## src/rtl/reg_file_8bit_pkg.sv

```systemverilog
`default_nettype none
// ============================================================================
//  Module      : reg_file_8bit_pkg
//  Description : Shared sizing constants for the 8-bit register file and its
//                pending-load scoreboard.
//  Revision    : 1.0 - initial release
// ============================================================================
package reg_file_8bit_pkg;

  // Data width of every register and data port
  localparam int WIDTH    = 8;
  // Register address width; register count is 2**AW
  localparam int AW       = 3;
  localparam int NREGS    = 2 ** AW;
  // Hard-wired zero register index
  localparam int ZERO_REG = 0;

endpackage : reg_file_8bit_pkg
`default_nettype wire

```

## src/rtl/reg_file_8bit_pend_scoreboard.sv

```systemverilog
`default_nettype none
// ============================================================================
//  Module      : pend_scoreboard
//  Description : One pending bit per register marking an outstanding load.
//                Set by pend_set_i, cleared by a write to the same register,
//                set wins on a same-edge collision. Produces per-port busy
//                flags that drop in the cycle the load result is forwarded.
//  Revision    : 1.0 - initial release
// ============================================================================
module pend_scoreboard
  import reg_file_8bit_pkg::*;
#(
  parameter int AW = reg_file_8bit_pkg::AW
) (
  input  logic          clk_i,
  input  logic          rst_i,
  input  logic          pend_set_i,
  input  logic [AW-1:0] pend_addr_i,
  input  logic          we_i,
  input  logic [AW-1:0] wa_i,
  input  logic [AW-1:0] ra1_i,
  input  logic [AW-1:0] ra2_i,
  output logic          busy1_o,
  output logic          busy2_o
);

  localparam int            c_nregs     = 2 ** AW;
  localparam logic [AW-1:0] c_zero_addr = AW'(ZERO_REG);

  logic [c_nregs-1:0] pend_q;
  logic [c_nregs-1:0] pend_d;
  logic               w_fwd1;
  logic               w_fwd2;

  // Next pending vector: clear on write, then set on pend_set so a new load wins
  always_comb begin
    pend_d = pend_q;
    for (int i = 1; i < c_nregs; i++) begin
      if (we_i && (wa_i == AW'(i))) begin
        pend_d[i] = 1'b0;
      end
      if (pend_set_i && (pend_addr_i == AW'(i))) begin
        pend_d[i] = 1'b1;
      end
    end
    pend_d[ZERO_REG] = 1'b0;
  end

  // Pending vector register, cleared by synchronous reset
  always_ff @(posedge clk_i) begin
    if (rst_i) begin
      pend_q <= '0;
    end else begin
      pend_q <= pend_d;
    end
  end

  // A write landing this cycle on the read address satisfies the operand
  assign w_fwd1 = we_i && (wa_i == ra1_i) && (wa_i != c_zero_addr);
  assign w_fwd2 = we_i && (wa_i == ra2_i) && (wa_i != c_zero_addr);

  // Pending state is being discarded while reset is high, so never report busy
  assign busy1_o = !rst_i && pend_q[ra1_i] && !w_fwd1;
  assign busy2_o = !rst_i && pend_q[ra2_i] && !w_fwd2;

endmodule : pend_scoreboard
`default_nettype wire

```

## src/rtl/reg_file_8bit.sv

```systemverilog
`default_nettype none
// ============================================================================
//  Module      : reg_file_8bit
//  Description : 8 x 8-bit register file, two combinational read ports, one
//                write port with write-to-read forwarding, r0 hard-wired to
//                zero, and a pending-load scoreboard producing busy/stall.
//  Revision    : 1.0 - initial release
// ============================================================================
module reg_file_8bit #(
  parameter int WIDTH = reg_file_8bit_pkg::WIDTH,
  parameter int AW    = reg_file_8bit_pkg::AW
) (
  input  logic             clk,
  input  logic             reset,
  input  logic [AW-1:0]    ra1,
  input  logic [AW-1:0]    ra2,
  output logic [WIDTH-1:0] rd1,
  output logic [WIDTH-1:0] rd2,
  input  logic             we,
  input  logic [AW-1:0]    wa,
  input  logic [WIDTH-1:0] wd,
  input  logic             pend_set,
  input  logic [AW-1:0]    pend_addr,
  output logic             busy1,
  output logic             busy2,
  output logic             stall
);

  import reg_file_8bit_pkg::*;

  localparam int            c_nregs     = 2 ** AW;
  localparam logic [AW-1:0] c_zero_addr = AW'(ZERO_REG);

  // Storage for r1..r(N-1); r0 has no flops
  logic [WIDTH-1:0] regs_q [1:c_nregs-1];
  // Architectural view of all registers including the constant r0
  logic [WIDTH-1:0] w_regs [c_nregs];
  logic             w_fwd1;
  logic             w_fwd2;
  logic [WIDTH-1:0] w_rd1_store;
  logic [WIDTH-1:0] w_rd2_store;

  assign w_regs[ZERO_REG] = '0;

  generate
    for (genvar gi = 1; gi < c_nregs; gi++) begin : g_regs
      // Register gi: cleared by reset, loaded when addressed by the write port
      always_ff @(posedge clk) begin
        if (reset) begin
          regs_q[gi] <= '0;
        end else if (we && (wa == AW'(gi))) begin
          regs_q[gi] <= wd;
        end
      end
      assign w_regs[gi] = regs_q[gi];
    end
  endgenerate

  // Forward the write data when it targets the address being read
  assign w_fwd1 = we && (wa == ra1) && (wa != c_zero_addr);
  assign w_fwd2 = we && (wa == ra2) && (wa != c_zero_addr);

  // Stored values read as zero while reset is high, since they are being discarded
  always_comb begin
    w_rd1_store = '0;
    w_rd2_store = '0;
    if (!reset) begin
      w_rd1_store = w_regs[ra1];
      w_rd2_store = w_regs[ra2];
    end
  end

  assign rd1 = w_fwd1 ? wd : w_rd1_store;
  assign rd2 = w_fwd2 ? wd : w_rd2_store;

  pend_scoreboard #(
    .AW (AW)
  ) u_pend_scoreboard (
    .clk_i       (clk),
    .rst_i       (reset),
    .pend_set_i  (pend_set),
    .pend_addr_i (pend_addr),
    .we_i        (we),
    .wa_i        (wa),
    .ra1_i       (ra1),
    .ra2_i       (ra2),
    .busy1_o     (busy1),
    .busy2_o     (busy2)
  );

  assign stall = busy1 | busy2;

endmodule : reg_file_8bit
`default_nettype wire

```

## config.mk

```make
export PLATFORM = sky130hd
export DESIGN_NAME = reg_file_8bit
export DESIGN_NICKNAME = d
export VERILOG_FILES = /design/src/rtl/reg_file_8bit_pkg.sv /design/src/rtl/reg_file_8bit_pend_scoreboard.sv /design/src/rtl/reg_file_8bit.sv
export SDC_FILE = /design/constraint.sdc
export NUM_CORES = 1
export LEC_CHECK = 0
export ABC_AREA = 1
export ABC_CLOCK_PERIOD_IN_PS = 1500
export CORE_MARGIN = 2
export CORE_UTILIZATION = 58
export DETAILED_ROUTE_END_ITERATION = 10
export GPL_ROUTABILITY_DRIVEN = 0
export PLACE_DENSITY = 0.89
export SLEW_MARGIN = 20
export SYNTH_ARGS = -nofsm -noshare
export SYNTH_HDL_FRONTEND = slang
export SYNTH_HIERARCHICAL = 1
export SYNTH_SLANG_ARGS = --single-unit
```

## constraint.sdc

```tcl
create_clock -name clk -period 1.5 [get_ports clk]
set_input_delay 0.15 -clock clk [delete_from_list [all_inputs] [get_ports clk]]
set_output_delay 0.15 -clock clk [all_outputs]
set_load 0.01 [all_outputs]
```

==> results.toml, run 1 <==
[timing]
worstEpCategory = "primary output"
grt-worst-endpoint = "stall"

[floorplanning]
die_h_um = 90.91
initial_utilization_pct = 60.07
ios = 43
rows = 31
dieWidth_um = 90.91

[clock_network]
cts_buffer_depth = 2
root_buffer = "clkbuf_8"
htreeDepth = 3
numClockSinks = 63
postCtsHoldBufs = 0
cts_made_buffers = 9

[status]
tool.error = "[ERROR GRT-0183] Net _085_: the 3D maze router ran out of legal paths (heap underflow) - the net is boxed in by local congestion or blockages."
status = "did not finish"
lastStage = "global routing"

[synth]
synth_area_um2 = 4380
avgSynthCellArea_um2 = 6.657
yosys_register_bits = 63
yosysSeqAreaShare_pct = 41.59
synthTopCellsByArea = "edfxtp_1, nand2_1, nand3_1"
yosys.area.top_type = "edfxtp_1"
synth_top_area_share_pct = 38.39
syn_inst = 658
yosysWarnings = 6
synth_nets = 682
synth.distinct_cells = 25

[placed_design]
dp_hpwl_um = 10090
io_buffers = 42
place_area_um2 = 5505

[global_route]
grt_max_degree = 25
[cells in the mapped netlist]
library cell and number:
nand3_1 77, a21oi_1 7, nand3_4 2, nor2_2 7, o21ai_1 1, xnor2_2 2
buf_6 1, inv_2 7, inv_1 85, or2_2 1, nand3_2 5, nand4_1 16
dfxtp_1 7, o21ai_0 2, nand2_1 290, buf_1 2, buf_2 13, nor2_4 2
edfxtp_1 56, o31ai_1 1, o21ai_4 1, buf_4 2, nor2_1 66, xnor2_1 2
clkbuf_1 3
[repair_timing]
item	CTS
gates resized for setup	156
setup endpoints to repair	40
cloned	4
buffers inserted	15
pin swaps	43
[per-stage QoR]
step	hold slack [ns]	setup slack [ns]	std cells
floorplan	0.3309	0.1955	658
global placement	0.4521	-0.7370	845
detailed placement	0.4645	-0.8112	845
CTS	0.2563	-0.1405	879
[cell families after synthesis]
logic type | Yosys count | share of synthesized area (%)
xor+xnor | 4 | 1.143
flops | 63 | 41.59
buf+inv | 113 | 10.40
simple gates | 466 | 45.19
compound gates | 12 | 1.685
==> run 2, diff against run 1 <==
- CORE_UTILIZATION: 58 -> 40
- PLACE_DENSITY: 0.89 -> unset
- PLACE_DENSITY_LB_ADDON: unset -> 0.15
==> results.toml, run 2 <==
[timing]
tns_ns = -1.217
rsz0062_at_grt = "true"
setup_viol = 19
layout_setup_ws_ns = -0.1303
slew_headroom_pct = 75.11
fmax_ghz = 0.6134
worstMarginPinSlew_ns = 0.3729
min_period_over_period_pct = 108.7
fin_skew_ns = 0
hold_viol_final = 0
drv_slew = 0
fin_crit_ns = 1.630

[layout]
antenna_cells = 0
design_area_um2 = 6514
regMostFlops = "regs_q"
drive_gt1_share_pct = 43.05
utilization_pct = 60.62
final_nets = 818
layout_commonest_cell = "nand2_1"
mostFrequentLayoutCells = "nand2_1, nand2_2, buf_4"
largest_register_ffs = 56
largestRegisters = "regs_q: 56 flops, u_pend_scoreboard/pend_q: 7 flops"
fill_cells = 980
syn_to_final_growth_pct = 48.70

[routing]
firstDrtPassIters = 5
wire_per_inst_um = 16.40
routed_wl_um = 15400
drc_errors = 0
drt-initial-drc-count = 514
viasPerCell = 5.202
dr_total_vias = 4885
ant_nets = 0

[placed_design]
pre_cts_ws_ns = -0.7581
dp_hpwl_um = 10610
place_area_um2 = 5659
io_buffers = 42

[clock_network]
numClockSinks = 63
clk_latency_ns = 0.35
root_buffer = "clkbuf_8"
clk_pin_slew_ns = 0.07
cts_buffer_depth = 2
cts_made_buffers = 9
postCtsHoldBufs = 0
htreeDepth = 3
cts_tree = "built"

[floorplanning]
rows = 38
core_area_um2 = 10750
initial_utilization_pct = 40.77
ios = 43
die_h_um = 108.6
dieWidth_um = 108.6
die_area_um2 = 11800

[synth]
synth.distinct_cells = 25
synth_area_um2 = 4380
avgSynthCellArea_um2 = 6.657
yosysWarnings = 6
yosys.area.top_type = "edfxtp_1"
syn_inst = 658
postSynth.asyncResetShare_pct = 0
synthTopCellsByArea = "edfxtp_1, nand2_1, nand3_1"
synth_edf_count = 56
synth_top_area_share_pct = 38.39
yosysSeqAreaShare_pct = 41.59
yosys_register_bits = 63
synthFlopType = "edfxtp_1"
synth_common_cells = "nand2_1, inv_1, nand3_1"
synth_nets = 682
synth.most_common_cell = "nand2_1"

[critical_path]
cp_slowest_cell = "dfxtp_2"
setup.worst_path.end_class = "output port"
required_ns = 1.35
cp-start-kind = "register"
reg2reg_slack_ns = 0.89
path_buf_inv = 3
cp_cell_sequence = "inv_2, nand2_1, nand3_1, nand2_1, nand2_1, nand2_1, inv_1, nor2_2, or2_4, buf_6"
cp_max_fo = 2
critPathKind = "register to output port"
critPathArrivalTime_ns = 1.48
cpMostUsedCell = "nand2_1"
cpPeakStageDelay_ns = 0.33
crit_family = "simple AND/OR/NAND/NOR gates"

[pwr]
power_density_nw_per_um2 = 758.7
power_mw = 4.942
peakVddDrop_v = 0.0007116
p_leak_nw = 3.201

[global_route]
grt_pass1_wl_um = 23740
gr-usage-met2_pct = 43.30
antenna_found_initial = 0
grt_max_degree = 25
grtUsageTotal_pct = 26.78
overflow = 0
grt_pass1_vias = 4772
grt-busiest-layer = "met2"
use_met1_pct = 35.23
use_met3_pct = 4.124

[min_path]
hp-class = "primary input to register"

[status]
violations = "setup timing"
status = "finished with violations"

[flow_run]
cap_viol_max_count = 0
-- run 2: cell counts after synthesis --
No cell type changed its count.
-- run 2: path summary, 6_finish.rpt --
| kind | start | to | depth (start not counted) |
|---|---|---|---|
| max | u_pend_scoreboard/pend_q[4] | stall | 10 |
| min | we | u_pend_scoreboard/pend_q[3] | 5 |
| max reg2reg | u_pend_scoreboard/pend_q[1] | u_pend_scoreboard/pend_q[1] | 2 |
| min reg2reg | u_pend_scoreboard/pend_q[2] | u_pend_scoreboard/pend_q[2] | 2 |
-- run 2: what timing repair did --
action / CTS / global route
setup endpoints to repair: 36 / 43
cloned: 4 / 0
buffers inserted: 18 / 3
pin swaps: 74 / 71
gates resized for setup: 187 / 113
-- run 2: area by class of cell --
class | count | area [um^2] | share of cell area (%)
clock buffer | 9 | 123.9 | 1.902
clock inverter | 7 | 55.05 | 0.8452
timing repair buffer | 144 | 1378 | 21.15
multi-input combinational | 484 | 2601 | 39.93
sequential | 63 | 1829 | 28.08
tap | 140 | 175.2 | 2.689
inverter | 92 | 351.6 | 5.398
-- run 2: power breakdown --
part	switching [mW]	internal (mW)	total, mW
Clock	0.757	0.618	1.38
Combinational	0.867	0.633	1.50
Sequential	0.0474	2.02	2.07
-- run 2: cells by family after synthesis --
logic type / share of synthesized area (%)
AND/OR/NAND/NOR: 45.19
buffers and inverters: 10.40
flip-flops: 41.59
AO/OA/AOI/OAI: 1.685
XOR/XNOR: 1.143
-- run 2: per-layer routing --
metal  part of all wire, %  vias to the layer above  wire (um)
li1                      -                     2339          -
met1                    42                     2270       6449
met2                    47                      219       7239
met3                   6.8                       57       1052
met4                   4.3                        0        660
met5                     0                        -          0
-- run 2: worst register-to-register path, stage by stage, from the launching register on --
cell and delay, ns:
dfxtp_1 0.37, nand2_1 0.07, a21oi_1 0.11
-- run 2: metrics by stage --
stage,hold slack (ns),std cells
2_1_floorplan,0.3309,658
3_3_place_gp,0.4502,898
3_5_place_dp,0.4550,898
4_1_cts,0.3775,936
5_1_grt,0.3637,939
6_report,0.3189,939
Power figures use the tool's default switching activity.
==> run 3, diff against run 2 <==
- CTS_CLUSTER_SIZE: unset -> 40
==> results of run 3 <==
The final DEF is identical to that of run 2; final timing and power are the same.
==> run 4, diff against run 3 <==
- SYNTH_HIERARCHICAL: 1 -> unset
==> results.toml, run 4 <==
[global_route]
overflow = 0
grt_pass1_vias = 4162
grtUsageTotal_pct = 25.52
grt_pass1_wl_um = 21780
antenna_found_initial = 0
grt_max_degree = 25

[critical_path]
cp-start-kind = "register"
reg2regPathDepth = 2
cp_cell_sequence = "inv_2, nand2_1, nand3_1, nand2_1, nand2_1, nand2_1, nand3_1, nand2_1, buf_2"
cpPeakStageDelay_ns = 0.41
required_ns = 1.35
cp_slowest_cell = "edfxtp_1"
cp_max_fo = 2
r2r-end = "u_pend_scoreboard.pend_q[1]"
reg2reg_slack_ns = 0.85
critPathArrivalTime_ns = 1.42
setup.worst_path.end_class = "output port"
cpMostUsedCell = "nand2_1"
r2r-start = "u_pend_scoreboard.pend_q[1]"
critPathKind = "register to output port"

[placed_design]
place_area_um2 = 5400
io_buffers = 42
dp_hpwl_um = 10170

[synth]
avgSynthCellArea_um2 = 6.923
yosysWarnings = 0
synth.distinct_cells = 27
postSynth.asyncResetShare_pct = 0
syn_inst = 600
synth_top_area_share_pct = 40.48
yosysSeqAreaShare_pct = 43.86
synth_common_cells = "nand2_1, nand3_1, inv_1"
synthFlopType = "edfxtp_1"
yosys.area.top_type = "edfxtp_1"
synth_area_um2 = 4154
synth.most_common_cell = "nand2_1"
synthTopCellsByArea = "edfxtp_1, nand2_1, nand3_1"
yosys_register_bits = 63
synth_nets = 624
synth_edf_count = 56

[layout]
fill_cells = 926
syn_to_final_growth_pct = 44.13
final_nets = 748
largestRegisters = "regs_q: 56 flops, u_pend_scoreboard.pend_q: 7 flops"
utilization_pct = 58.78
multi_input_area_um2 = 2261
mostFrequentLayoutCells = "nand2_1, buf_4, nor2_1"
ff_latch_area_um2 = 1829
drive_gt1_share_pct = 38.13
layout_commonest_cell = "nand2_1"
antenna_cells = 0
design_area_um2 = 5987
regMostFlops = "regs_q"
largest_register_ffs = 56

[timing]
fmax_ghz = 0.6362
hold_viol_final = 0
fin_crit_ns = 1.572
layout_setup_ws_ns = -0.07189
drv_slew = 0
worstMarginPinSlew_ns = 0.3105
holdWs_ns = 0.4107
slew_headroom_pct = 79.25
min_period_over_period_pct = 104.8
rsz0062_at_grt = "true"
fin_skew_ns = 0
setup_viol = 15

[min_path]
hp-class = "primary input to register"
holdPathEnd = "u_pend_scoreboard.pend_q[1]"
hp-start = "wa[0]"
hold_path_depth = 6

[floorplanning]
die_h_um = 105.9
core_area_um2 = 10180
die_area_um2 = 11220
dieWidth_um = 105.9
rows = 37
initial_utilization_pct = 40.79
ios = 43

[pwr]
power_density_nw_per_um2 = 773.9
p_leak_nw = 2.933
peakVddDrop_v = 0.0004640
power_mw = 4.633

[status]
violations = "setup timing"
status = "finished with violations"

[routing]
routed_wl_um = 14090
viasPerCell = 5.223
firstDrtPassIters = 8
ant_nets = 0
wire_per_inst_um = 16.29
drc_errors = 0
drt-initial-drc-count = 398
dr_total_vias = 4518

[clock_network]
root_buffer = "clkbuf_8"
cts_made_buffers = 9
postCtsHoldBufs = 0
clk_latency_ns = 0.34
htreeDepth = 3
cts_tree = "built"
numClockSinks = 63
cts_buffer_depth = 2
clk_pin_slew_ns = 0.07

[flow_run]
cap_viol_max_count = 0
==> run 4: cell count changes after synthesis, moves of 4 or more <==
cell     before  now
buf_2        13   18
inv_1        85   70
o21ai_0       2    6
nor2_1       66   61
a21oi_1       7    0
nor2_2        7    2
nand4_1      16   20
nand2_1     290  255
==> run 4: how the worst max path moves through the flow <==
stage / endpoint / slack, ns / startpoint
floorplan: regs_q[0][40] / 0.01 / wa[1]
finish: rd2[7] / -0.07 / regs_q[0][47]
detailed placement: rd2[6] / -0.70 / ra2[0]
CTS: rd1[3] / -0.07 / regs_q[0][51]
global placement: rd1[1] / -0.69 / ra1[1]
global route: rd2[1] / -0.16 / regs_q[0][33]
==> run 4: repair_timing <==
item,in CTS,in global routing
buffers inserted,11,0
gates resized for setup,160,90
setup endpoints to repair,43,19
cloned,2,0
pin swaps,31,38
==> run 4: kinds of logic (layout without fill, tap and decap cells) <==
family	count (synthesis)	after routing	share of synthesized area (%)
XOR/XNOR	3	3	0.9940
AND/OR/NAND/NOR	423	424	43.46
AO/OA/AOI/OAI	11	11	1.657
flip-flops	63	63	43.86
buffers and inverters	100	228	10.03
==> run 4: layer usage <==
| metal | routed length [um] | share of wire (%) | global-route usage (%) |
|---|---|---|---|
| met1 | 5829 | 41 | 34.48 |
| met2 | 6560 | 47 | 39.82 |
| met3 | 1323 | 9.4 | 5.089 |
| met4 | 379 | 2.7 | 11.28 |
| met5 | 0 | 0 | 0 |
==> run 4: power by group <==
part / leakage [nW] / internal, mW / switching [mW]
Clock: 0.0844 / 0.593 / 0.631
Combinational: 2.25 / 0.568 / 0.765
Sequential: 0.601 / 2.02 / 0.0537
Total: 2.93 / 3.18 / 1.45
==> run 4: final cells by class <==
type                       count  area share [%]
sequential                    63           30.55
clock inverter                 4          0.3553
inverter                      77           4.953
multi-input combinational    438           37.76
timing repair buffer         135           21.27
clock buffer                  12           2.257
tap                          136           2.842
==> run 4: critical path: cells and delay by family, from the launching register on <==
family | cells | cell delay [ns]
buffers and inverters | 2 | 0.21
DFF | 1 | 0.41
and+or+nand+nor | 7 | 0.47
==> run 4: stage by stage <==
| stage | cells | setup TNS (ns) | setup slack, ns |
|---|---|---|---|
| floorplan | 600 | 0 | 0.01416 |
| global placement | 836 | -34.21 | -0.6929 |
| detailed placement | 836 | -36.76 | -0.7035 |
| CTS | 865 | -0.6662 | -0.07013 |
| global route | 865 | -2.065 | -0.1620 |
| finish | 865 | -0.5586 | -0.07189 |
